### config.mk
export PLATFORM = sky130hd
export DESIGN_NAME = aes_key_sched_ctrl_flat
export DESIGN_NICKNAME = d
export VERILOG_FILES = /design/src/rtl/aes_key_sched_ctrl_if.sv /design/src/rtl/aes_key_sched_ctrl.sv /design/src/flat_wrapper.sv
export SDC_FILE = /design/constraint.sdc
export NUM_CORES = 1
export LEC_CHECK = 0
export ABC_AREA = 1
export CAP_MARGIN = 20
export CORE_MARGIN = 2
export CORE_UTILIZATION = 45
export CTS_CLUSTER_SIZE = 20
export DETAILED_ROUTE_END_ITERATION = 10
export PLACE_DENSITY = 0.82
export SLEW_MARGIN = 20
export SYNTH_ARGS = -nofsm -noshare
export SYNTH_HDL_FRONTEND = slang
export SYNTH_SLANG_ARGS = --single-unit
### constraint.sdc
create_clock -name clk -period 2.05 [get_ports clk]
set_input_delay 0.615 -clock clk [delete_from_list [all_inputs] [get_ports clk]]
set_output_delay 0.615 -clock clk [all_outputs]
set_load 0.02 [all_outputs]
### src/rtl/aes_key_sched_ctrl_if.sv
// Control and round-key stream bundle between key load logic, the AES-128
// key schedule controller and the round-key consumer.
interface aes_key_sched_ctrl_if #(
  parameter int unsigned IDX_W = 4
);
  logic             start;
  logic             abort;
  logic [127:0]     key;
  logic             busy;
  logic             done;
  logic             rk_valid;
  logic             rk_ready;
  logic [IDX_W-1:0] rk_index;
  logic [127:0]     rk_word;

  // master: key loader + consumer side; slave: the schedule controller
  modport master (
    output start, abort, key, rk_ready,
    input  busy, done, rk_valid, rk_index, rk_word
  );

  modport slave (
    input  start, abort, key, rk_ready,
    output busy, done, rk_valid, rk_index, rk_word
  );
endinterface

### src/rtl/aes_key_sched_ctrl.sv
// AES-128 key expansion sequencer: drives a shared combinational SubWord unit
// and streams round keys 0..NR over a valid/ready handshake.
module aes_key_sched_ctrl #(
  parameter int unsigned NR    = 10,
  parameter int unsigned IDX_W = 4
) (
  input  logic                 clk,
  input  logic                 rst_n,
  aes_key_sched_ctrl_if.slave  bus,
  output logic [31:0]          sub_in,
  input  logic [31:0]          sub_out
);

  typedef enum logic {
    IDLE = 1'b0,
    RUN  = 1'b1
  } state_e;

  state_e           state_q;
  logic [127:0]     cur_q;
  logic [127:0]     cur_d;
  logic [IDX_W-1:0] round_q;
  logic [7:0]       rcon_q;
  logic [7:0]       rcon_d;
  logic             done_q;

  logic [31:0]      t;
  logic [31:0]      n0;
  logic [31:0]      n1;
  logic [31:0]      n2;
  logic [31:0]      n3;
  logic             hs;
  logic             last;

  // Next round key is chained from w3 through the SubWord unit in one cycle
  always_comb begin
    sub_in = {cur_q[23:0], cur_q[31:24]};
    t      = sub_out ^ {rcon_q, 24'h0};
    n0     = cur_q[127:96] ^ t;
    n1     = cur_q[95:64]  ^ n0;
    n2     = cur_q[63:32]  ^ n1;
    n3     = cur_q[31:0]   ^ n2;
    cur_d  = {n0, n1, n2, n3};
    rcon_d = {rcon_q[6:0], 1'b0} ^ (rcon_q[7] ? 8'h1b : 8'h00);
    hs     = (state_q == RUN) && bus.rk_ready;
    last   = (round_q == IDX_W'(NR));
  end

  always_ff @(posedge clk or negedge rst_n) begin
    if (!rst_n) begin
      state_q <= IDLE;
      cur_q   <= '0;
      round_q <= '0;
      rcon_q  <= 8'h01;
      done_q  <= 1'b0;
    end else begin
      done_q <= 1'b0;
      case (state_q)
        IDLE: begin
          if (bus.start && !bus.abort) begin
            cur_q   <= bus.key;
            round_q <= '0;
            rcon_q  <= 8'h01;
            state_q <= RUN;
          end
        end
        RUN: begin
          // abort outranks a same-cycle handshake and suppresses done
          if (bus.abort) begin
            state_q <= IDLE;
          end else if (hs) begin
            if (last) begin
              state_q <= IDLE;
              done_q  <= 1'b1;
            end else begin
              cur_q   <= cur_d;
              round_q <= round_q + 1'b1;
              rcon_q  <= rcon_d;
            end
          end
        end
        default: state_q <= IDLE;
      endcase
    end
  end

  assign bus.busy     = (state_q == RUN);
  assign bus.rk_valid = (state_q == RUN);
  assign bus.rk_word  = cur_q;
  assign bus.rk_index = round_q;
  assign bus.done     = done_q;

endmodule

### src/flat_wrapper.sv
// flat-port wrapper written by rule: the top's interface ports become plain ports
module aes_key_sched_ctrl_flat 
#(
  parameter int unsigned NR    = 10,
  parameter int unsigned IDX_W = 4
)
  (clk, rst_n, sub_in, sub_out, bus_start, bus_abort, bus_key, bus_rk_ready, bus_busy, bus_done, bus_rk_valid, bus_rk_index, bus_rk_word);
  aes_key_sched_ctrl_if #(.IDX_W(IDX_W)) bus_i ();
  input  logic clk;
  input  logic rst_n;
  output logic [31:0] sub_in;
  input  logic [31:0] sub_out;
  input wire logic [$bits(bus_i.start)-1:0] bus_start;
  input wire logic [$bits(bus_i.abort)-1:0] bus_abort;
  input wire logic [$bits(bus_i.key)-1:0] bus_key;
  input wire logic [$bits(bus_i.rk_ready)-1:0] bus_rk_ready;
  output wire logic [$bits(bus_i.busy)-1:0] bus_busy;
  output wire logic [$bits(bus_i.done)-1:0] bus_done;
  output wire logic [$bits(bus_i.rk_valid)-1:0] bus_rk_valid;
  output wire logic [$bits(bus_i.rk_index)-1:0] bus_rk_index;
  output wire logic [$bits(bus_i.rk_word)-1:0] bus_rk_word;
  assign bus_i.start = bus_start;
  assign bus_i.abort = bus_abort;
  assign bus_i.key = bus_key;
  assign bus_i.rk_ready = bus_rk_ready;
  assign bus_busy = bus_i.busy;
  assign bus_done = bus_i.done;
  assign bus_rk_valid = bus_i.rk_valid;
  assign bus_rk_index = bus_i.rk_index;
  assign bus_rk_word = bus_i.rk_word;
  aes_key_sched_ctrl #(.NR(NR), .IDX_W(IDX_W)) u_core (.clk(clk), .rst_n(rst_n), .bus(bus_i), .sub_in(sub_in), .sub_out(sub_out));
endmodule
**After elaboration in Yosys (flattened, before gate mapping)**

Cells that the tools add are included.

- Reductions and logical operators: 4
- Muxes and demuxes: 25
- Eq/ne operators: 5
- Bitwise gates (word level): 7
- Add/sub/neg operators: 1

Operators with widths:

| kind | number |
|---|---|
| 128-bit two-way mux | 4 |
| 128-bit case mux with 2 select lines | 1 |
| 32-bit bitwise XOR | 5 |
| 8-bit two-way mux | 4 |
| 4-bit two-way mux | 4 |
| 8-bit case mux with 2 select lines | 1 |
| 1-bit two-way mux | 8 |
| 4-bit case mux with 2 select lines | 1 |
| 8-bit bitwise XOR | 1 |
| 2-bit != test, second input constant | 3 |
| 5-bit two-way mux | 1 |
| 4-bit by 1-bit adder with 4-bit output, second input constant | 1 |
| 4-bit == test, second input constant | 1 |
| 4-bit AND reduction | 1 |
| 1-bit logical AND | 2 |
| 2-bit by 1-bit != test with 1-bit output, second input constant | 1 |
| 1-bit case mux with 2 select lines | 1 |
| 1-bit logical NOT | 1 |
| 1-bit NOT | 1 |

- Bits in registers: 142
- Output and inout port bits: 167

**Longest topological paths before layout**

Gate-level depths: netlist of run 1.

- Word-level depth: 9
- Depth in mapped cells: 13
- Mapped depth without buffers: 12

**Worst setup path after synthesis of run 1**

Ideal clock, no wire load.

- Path type: register to register
- From: register u_core.round_q[0] (netlist: u_core.bus.rk_index[0])
- To: register u_core.round_q[3] (netlist: u_core.bus.rk_index[3])
- Buffers on the path: 1
- Period minus slack after synthesis: 1773 ps
- Cell stages (with the launch flop): 12
- Setup slack: 277 ps
- Data arrival time: 1656 ps
- Path through: dfrtp_1 > inv_1 > ha_1 > nand4_1 > nand3_1 > nand2_2 > inv_2 > buf_2 > nor2_1 > nand2_1 > nand2_1 > nor2_1

- Longest elaborated chain between the ends: 5
- Elaborated cells on any way between the ends: 8

Ends and longest elaborated chain:

| element | line | text |
|---|---|---|
| start, declared | aes_key_sched_ctrl.sv:22 | `logic [IDX_W-1:0] round_q;` |
| start signal, assigned | aes_key_sched_ctrl.sv:77 | `round_q <= round_q + 1'b1;` |
| 4-bit by 1-bit adder with 4-bit output | aes_key_sched_ctrl.sv:77 |  |
| 4-bit two-way mux | aes_key_sched_ctrl.sv:72 | `if (last) begin` |
| 4-bit two-way mux | aes_key_sched_ctrl.sv:71 | `end else if (hs) begin` |
| 4-bit two-way mux | aes_key_sched_ctrl.sv:69 | `if (bus.abort) begin` |
| 4-bit case mux with 2 select lines | aes_key_sched_ctrl.sv:58 | `case (state_q)` |

Parallel ways exist; a longest one is shown, timed or not. The select of a mux whose other input is x is not followed.
A chain may end at the register's enable or synchronous reset.

**Final worst setup path of run 1**

- From: register u_core.done_q (netlist: u_core.bus.done)
- To: output port bus_done

RTL lines:

| element | line | text |
|---|---|---|
| start, declared | aes_key_sched_ctrl.sv:25 | `logic done_q;` |
| start signal, assigned | aes_key_sched_ctrl.sv:55 | `done_q <= 1'b0;` |
| start signal, assigned | aes_key_sched_ctrl.sv:57 | `done_q <= 1'b0;` |
| start signal, assigned | aes_key_sched_ctrl.sv:74 | `done_q <= 1'b1;` |
| end, declared | flat_wrapper.sv:18 | `output wire logic [$bits(bus_i.done)-1:0] bus_done;` |

No word-level cell between the ends.

==> results of run 1 <==
## what timing repair did
action	4_1_cts	5_1_grt
pin swaps	1	0
endpoints found under the setup margin	170	47
gates cloned	0	0
resized for setup	163	9
setup buffers	1	0
## final timing paths
path	start	endpoint	slack, ps	cells past startpoint
min	rst_n	u_core.bus.rk_word[97]$_DFFE_PN0P_	80	1
max reg2reg	u_core.bus.rk_index[0]$_DFFE_PN0P_	u_core.bus.rk_word[52]$_DFFE_PN0P_	160	12
max	u_core.bus.done$_DFF_PN0_	bus_done	70	1
max in group asynchronous	rst_n	u_core.rcon_q[0]$_DFFE_PN1P_	1370	2
min reg2reg	u_core.bus.rk_word[54]$_DFFE_PN0P_	u_core.bus.rk_word[54]$_DFFE_PN0P_	530	2
min in group clk	u_core.bus.rk_word[54]$_DFFE_PN0P_	u_core.bus.rk_word[54]$_DFFE_PN0P_	530	2
## cell type report
| cell class | count | area, µm² | area share (%) |
|---|---|---|---|
| inverters | 103 | 389.1 | 3.041 |
| clock buffers | 18 | 429.2 | 3.354 |
| clock inverters | 13 | 212.7 | 1.662 |
| repair buffers | 385 | 3689 | 28.83 |
| multi-input cells | 783 | 4225 | 33.02 |
| flip-flops and latches | 142 | 3558 | 27.81 |
| well taps | 234 | 292.8 | 2.288 |
## cell usage in the layout (no fill, tap or decap), types with 2 or more instances in the layout
cell type / n
sky130_fd_sc_hd__a21oi_1: 13
sky130_fd_sc_hd__clkinvlp_4: 3
sky130_fd_sc_hd__o211ai_1: 4
sky130_fd_sc_hd__nand4_1: 25
sky130_fd_sc_hd__buf_4: 39
sky130_fd_sc_hd__xor2_1: 24
sky130_fd_sc_hd__buf_12: 12
sky130_fd_sc_hd__a22oi_1: 8
sky130_fd_sc_hd__o22ai_1: 35
sky130_fd_sc_hd__xnor2_1: 24
sky130_fd_sc_hd__o21ai_0: 104
sky130_fd_sc_hd__dlymetal6s2s_1: 4
sky130_fd_sc_hd__dfrtp_1: 140
sky130_fd_sc_hd__inv_1: 101
sky130_fd_sc_hd__nand2_1: 328
sky130_fd_sc_hd__clkbuf_16: 17
sky130_fd_sc_hd__clkdlybuf4s50_1: 164
sky130_fd_sc_hd__inv_6: 3
sky130_fd_sc_hd__o21ai_1: 4
sky130_fd_sc_hd__bufinv_16: 5
sky130_fd_sc_hd__or2_2: 8
sky130_fd_sc_hd__nor2_1: 43
sky130_fd_sc_hd__dlygate4sd2_1: 162
sky130_fd_sc_hd__buf_6: 4
sky130_fd_sc_hd__nand3_1: 130
sky130_fd_sc_hd__ha_1: 2
sky130_fd_sc_hd__o21a_1: 2
sky130_fd_sc_hd__xnor3_1: 24
## layer usage
metal | vias up | GRT usage (%)
met4 | 0 | 8.963
li1 | 4268 | -
met2 | 445 | 47.19
met5 | - | 0
met3 | 50 | 7.066
met1 | 4158 | 34.91
## synth_stat cells (all sizes together)
master  number  share of area, %
inv        103               4.5
nor3         1             0.058
nor2        43               1.9
nand4       25               1.8
dfstp        1              0.30
or2          8              0.58
ha           2              0.29
o211ai       4              0.35
xnor2       24               2.4
o21ai      108               6.3
o21a         2              0.17
xor2        24               2.4
clkbuf      33               1.4
dfrtp      141                41
a22oi        8              0.70
xnor3       24               6.3
nand3      132               7.7
a21oi       14              0.86
o22ai       35               2.5
buf         57               4.3
nand2      329                14
## through the flow
step | total power [mW] | utilization (%) | hold WS (ps) | setup slack (ps) | cells
4_1_cts | 15.04 | 68.01 | 74.56 | 0.05074 | 1678
5_1_grt | 15.89 | 68.18 | 82.25 | 0.1712 | 1678
2_1_floorplan | 9.069 | - | 319.4 | 276.9 | 1118
3_5_place_dp | 12.35 | 65.61 | 521.0 | -437.6 | 1646
6_report | 15.01 | 68.18 | 75.77 | 67.60 | 1678
3_3_place_gp | 12.15 | 65.61 | 511.6 | -369.7 | 1646
## power by group
group / switching (mW) / internal, mW / total, mW
Sequential: 0.917 / 3.63 / 4.55
Combinational: 3.86 / 3.16 / 7.02
Clock: 1.28 / 2.16 / 3.44
## flip-flops by register name, indices dropped and copies added (netlist names)
| register | count |
|---|---|
| u_core.bus.busy | 1 |
| u_core.bus.rk_index | 4 |
| u_core.bus.done | 1 |
| u_core.bus.rk_word | 128 |
| u_core.rcon_q | 8 |
## cell families after synthesis
logic type,count (synthesis),synth area share (%)
and+or+nand+nor,538,26.32
AOI/OAI and AO/OA,171,10.87
DFF,142,41.19
adders and majority gates,2,0.2899
buffers and inverters,193,10.19
xor gates and xnor gates,72,11.14
==> flow_metrics.env, run 1 <==
export IMPL_status="completed"
export IMPL_vdd_ir_drop_worst_mv=0.6527
export IMPL_timing_max_transition_violations_final=0
export IMPL_period_needed_ps=1982
export IMPL_dr_wl_met2_um=14070
export IMPL_critPathRequiredTime_ps=1430
export IMPL_final_cell_area_mm2=0.01280
export IMPL_ys_warnings_count=0
export IMPL_syn_inst=1118
export IMPL_die_h_um=142.5
export IMPL_num_io_pins=332
export IMPL_critical_path_max_fanout=1
export IMPL_cts_tree="done"
export IMPL_final_setup_tns_ps=0
export IMPL_arrival_ps=1370
export IMPL_io_buffers=331
export IMPL_die_area_mm2=0.02030
export IMPL_antenna_cells=0
export IMPL_post_dp_hpwl_um=20760
export IMPL_report_final_hold_viol_count=0
export IMPL_maxUsedRoutingLayer="met4"
export IMPL_max_clock_path_buffers=2
export IMPL_cp_slowest_cell="sky130_fd_sc_hd__clkdlybuf4s50_1"
export IMPL_cts_buffers_inserted=17
export IMPL_critPathMaxStageDelay_ps=630
export IMPL_gpl_final_weighted_congestion=0.8644
export IMPL_tightestPinTransition_ps=530.1
export IMPL_post_synth_instance_area_mm2=0.008630
export IMPL_drt_met1_wl_um=11010
export IMPL_yosysSeqAreaShare_pct=41.19
export IMPL_worst_setup_path_end_kind="primary output"
export IMPL_nNetsFinal=1599
export IMPL_fmaxAchievable_mhz=504.4
export IMPL_drt_total_wl_um=28360
export IMPL_antenna_violation_net_count_after_detailed_routing=0
export IMPL_postPlaceCellArea_mm2=0.01231
export IMPL_leakagePower_nw=6.573
export IMPL_setup_viol=0
export IMPL_worst_hold_path_type="in2async"
export IMPL_starting_drt_drc_count=548
export IMPL_globalRoute_totalOverflow=0
export IMPL_post_drt_via_cell_ratio=5.316
export IMPL_crit_path_launch_type="flip-flop"
export IMPL_max_cap_viol_count=0
export IMPL_cpLargestDelayFamily="buffers and inverters"
export IMPL_post_detailed_route_wirelength_per_cell_um=16.90
export IMPL_timing_critical_path_cells="clkdlybuf4s50_1"
export IMPL_fin_crit_sh_pct=96.70
export IMPL_grt_antenna_before_repair=0
export IMPL_cts_reportedPaths_clkPinSlew_ps=70
export IMPL_wp_buf_inv=1
export IMPL_all_layer_gr_usage_pct=27.84
export IMPL_cts_sinks=142
export IMPL_netlist_cell_type_count=27
export IMPL_met3_wirelength_um=2682
export IMPL_final_layout_size_suffix_gt1_share_pct=6.994
export IMPL_vias=8921
export IMPL_filler_cell_count=1549
export IMPL_crit_type="reg2out"
export IMPL_grt_max_degree=54
export IMPL_power_density_mw_per_mm2=1173
export IMPL_num_rows=50
export IMPL_synth_ff_latch_count=142
export IMPL_start_util_pct=45.98
export IMPL_rsz0062_at_grt="no"
export IMPL_post_route_drc_count=0
export IMPL_area_growth_synth_to_final_pct=48.28
export IMPL_die_width_um=142.5
export IMPL_ctsHtreeMaxLevel=4
export IMPL_core_mm2=0.01877
export IMPL_cts_root_buffer_cell="sky130_fd_sc_hd__clkbuf_16"
export IMPL_post_synth_cell_area_avg_um2=7.719
export IMPL_synth_net_count=1285
export IMPL_final_setup_skew_ps=9.325
export IMPL_firstDrtPassIters=8
export IMPL_slew_headroom_pct=64.66
export IMPL_grt_pass1_vias=8622
export IMPL_clk_latency_ps=430
export IMPL_grt_pass1_wl_um=44420
export IMPL_hold_bufs_at_cts=0
Note: power is estimated with default switching activity, not from simulation.
==> inputs of run 2 (changes only) <==
CORE_UTILIZATION = 48   (was 45)
GPL_ROUTABILITY_DRIVEN = 0   (was unset)
PLACE_DENSITY = 0.87   (was 0.82)
clock period = 2.4 ns   (was 2.05 ns; I/O delays follow)
==> flow_metrics.env, run 2 (synthesized netlist as in run 1, its figures left out) <==
export IMPL_cts_sinks=142
export IMPL_post_route_drc_count=0
export IMPL_core_mm2=0.01778
export IMPL_clk_latency_ps=420
export IMPL_arrival_ps=2570
export IMPL_num_io_pins=332
export IMPL_crit_type="in2reg"
export IMPL_grt_pass1_vias=9158
export IMPL_period_needed_ps=2274
export IMPL_most_common_cell_after_layout_fill_and_taps_aside="sky130_fd_sc_hd__clkdlybuf4s50_1"
export IMPL_final_setup_skew_ps=10.77
export IMPL_ctsHtreeMaxLevel=4
export IMPL_globalRoute_totalOverflow=0
export IMPL_area_growth_synth_to_final_pct=47.30
export IMPL_final_cell_area_mm2=0.01271
export IMPL_layoutNonFillerInstCount=1660
export IMPL_post_cts_setup_buffer_count=0
export IMPL_timing_reg2reg_setup_slack_ps=300
export IMPL_reg_to_reg_startpoint="u_core.bus.rk_index[0]$_DFFE_PN0P_"
export IMPL_cts_tree="done"
export IMPL_postPlaceCellArea_mm2=0.01215
export IMPL_worst_hold_path_type="in2async"
export IMPL_leakagePower_nw=6.051
export IMPL_crit_path_launch_type="input pin"
export IMPL_slew_headroom_pct=53.00
export IMPL_start_util_pct=48.54
export IMPL_postCtsResizedCells=0
export IMPL_cts_root_buffer_cell="sky130_fd_sc_hd__clkbuf_16"
export IMPL_num_rows=49
export IMPL_post_drt_via_cell_ratio=5.451
export IMPL_final_layout_size_suffix_gt1_share_pct=6.010
export IMPL_layout_cells_most_common_list="sky130_fd_sc_hd__clkdlybuf4s50_1, sky130_fd_sc_hd__nand2_1, sky130_fd_sc_hd__dfrtp_1"
export IMPL_cts_buffers_inserted=17
export IMPL_timing_critical_path_cells="clkdlybuf4s50_1, inv_1, a21oi_2, nand3_1, nand2_4, clkinv_2, buf_4, o21ai_0"
export IMPL_status="completed"
export IMPL_critPathMaxStageDelay_ps=520
export IMPL_antenna_violation_net_count_after_detailed_routing=0
export IMPL_vias=9048
export IMPL_cts_reportedPaths_clkPinSlew_ps=60
export IMPL_setup_viol=0
export IMPL_hold_bufs_at_cts=0
export IMPL_critPathRequiredTime_ps=2700
export IMPL_antenna_cells=0
export IMPL_final_setup_worst_slack_ps=125.5
export IMPL_power_density_mw_per_mm2=1029
export IMPL_wp_buf_inv=4
export IMPL_die_area_mm2=0.01907
export IMPL_io_buffers=331
export IMPL_die_h_um=138.1
export IMPL_die_width_um=138.1
export IMPL_filler_cell_count=1361
export IMPL_cp_slowest_cell="sky130_fd_sc_hd__clkdlybuf4s50_1"
export IMPL_fmaxAchievable_mhz=439.7
export IMPL_vdd_ir_drop_worst_mv=0.6236
export IMPL_grt_antenna_before_repair=1
export IMPL_critical_path_max_fanout=34
export IMPL_nNetsFinal=1585
export IMPL_r2r_cells=8
export IMPL_grt_pass1_wl_um=46050
export IMPL_max_clock_path_buffers=2
export IMPL_post_dp_hpwl_um=20460
export IMPL_place_ws_ps=-240.6
export IMPL_grt_max_degree=67
export IMPL_starting_drt_drc_count=659
export IMPL_all_layer_gr_usage_pct=29.85
export IMPL_max_cap_viol_count=0
export IMPL_utilization_pct=71.49
export IMPL_largest_register_ffs=128
export IMPL_rsz0062_at_grt="no"
export IMPL_report_final_hold_viol_count=0
export IMPL_fin_crit_sh_pct=94.77
export IMPL_dp_cells=1628
export IMPL_timing_max_transition_violations_final=0
export IMPL_cpLargestDelayFamily="buffers and inverters"
export IMPL_critical_path_reg2reg_endpoint="u_core.bus.rk_word[100]$_DFFE_PN0P_"
export IMPL_firstDrtPassIters=5
export IMPL_worst_setup_path_end_kind="flip-flop"
export IMPL_post_detailed_route_wirelength_per_cell_um=17.25
export IMPL_drt_total_wl_um=28630
export IMPL_tightestPinTransition_ps=705.0
## run 2: changes by cell type in the layout (fill, tap and decap cells not counted), moves of 5 or more
cell                              delta
sky130_fd_sc_hd__buf_4               -6
sky130_fd_sc_hd__dlygate4sd2_1     -162
sky130_fd_sc_hd__buf_12              -5
sky130_fd_sc_hd__clkdlybuf4s50_1   +166
## run 2: power by group
part / internal, mW / switching, mW
clock: 1.50 / 1.05
sequential: 3.10 / 0.832
combinational: 3.29 / 3.29
## run 2: worst max path at each step
stage	to	start	cells after the start	slack, ps
2_1_floorplan	u_core.bus.rk_index[3]$_DFFE_PN0P_	u_core.bus.rk_index[0]$_DFFE_PN0P_	11	630
3_3_place_gp	u_core.bus.rk_word[49]$_DFFE_PN0P_	bus_start	10	-150
3_5_place_dp	u_core.bus.rk_word[96]$_DFFE_PN0P_	bus_start	9	-240
4_1_cts	u_core.bus.rk_word[100]$_DFFE_PN0P_	bus_start	8	100
5_1_grt	u_core.bus.rk_word[100]$_DFFE_PN0P_	bus_start	8	9
6_report	u_core.bus.rk_word[100]$_DFFE_PN0P_	bus_start	8	130
## run 2: worst register-to-register path: stages (launching register included)
cell	delay [ps]
sky130_fd_sc_hd__dfrtp_1	420
sky130_fd_sc_hd__inv_1	110
sky130_fd_sc_hd__ha_1	150
sky130_fd_sc_hd__nand4_1	250
sky130_fd_sc_hd__nand3_1	260
sky130_fd_sc_hd__nand2_4	110
sky130_fd_sc_hd__clkinv_2	120
sky130_fd_sc_hd__buf_4	330
sky130_fd_sc_hd__o21ai_0	200
## run 2: final cells by class
type / instances / area (µm²) / area share (%)
well taps: 229 / 286.5 / 2.254
multi-input cells: 783 / 4213 / 33.14
clock inverters: 10 / 88.84 / 0.6989
repair buffers: 371 / 3702 / 29.13
flip-flops and latches: 142 / 3558 / 27.99
inverters: 103 / 387.9 / 3.051
clock buffers: 22 / 474.2 / 3.731
## run 2: per-layer routing
metal	up-vias	part of all wire [%]	GRT usage, %
li1	4249	-	-
met1	4268	39	35.39
met2	443	49	51.51
met3	88	7.6	6.616
met4	0	4.1	14.50
met5	-	0	0
## run 2: metrics by stage
| step | hold WS [ps] | TNS (ps) | power, mW |
|---|---|---|---|
| floorplan | 424.4 | 0 | 7.747 |
| global placement | 510.8 | -12160 | 10.28 |
| detailed placement | 518.5 | -21340 | 10.48 |
| CTS | 225.6 | 0 | 13.10 |
| global route | 251.6 | 0 | 13.78 |
| finish | 223.4 | 0 | 13.07 |
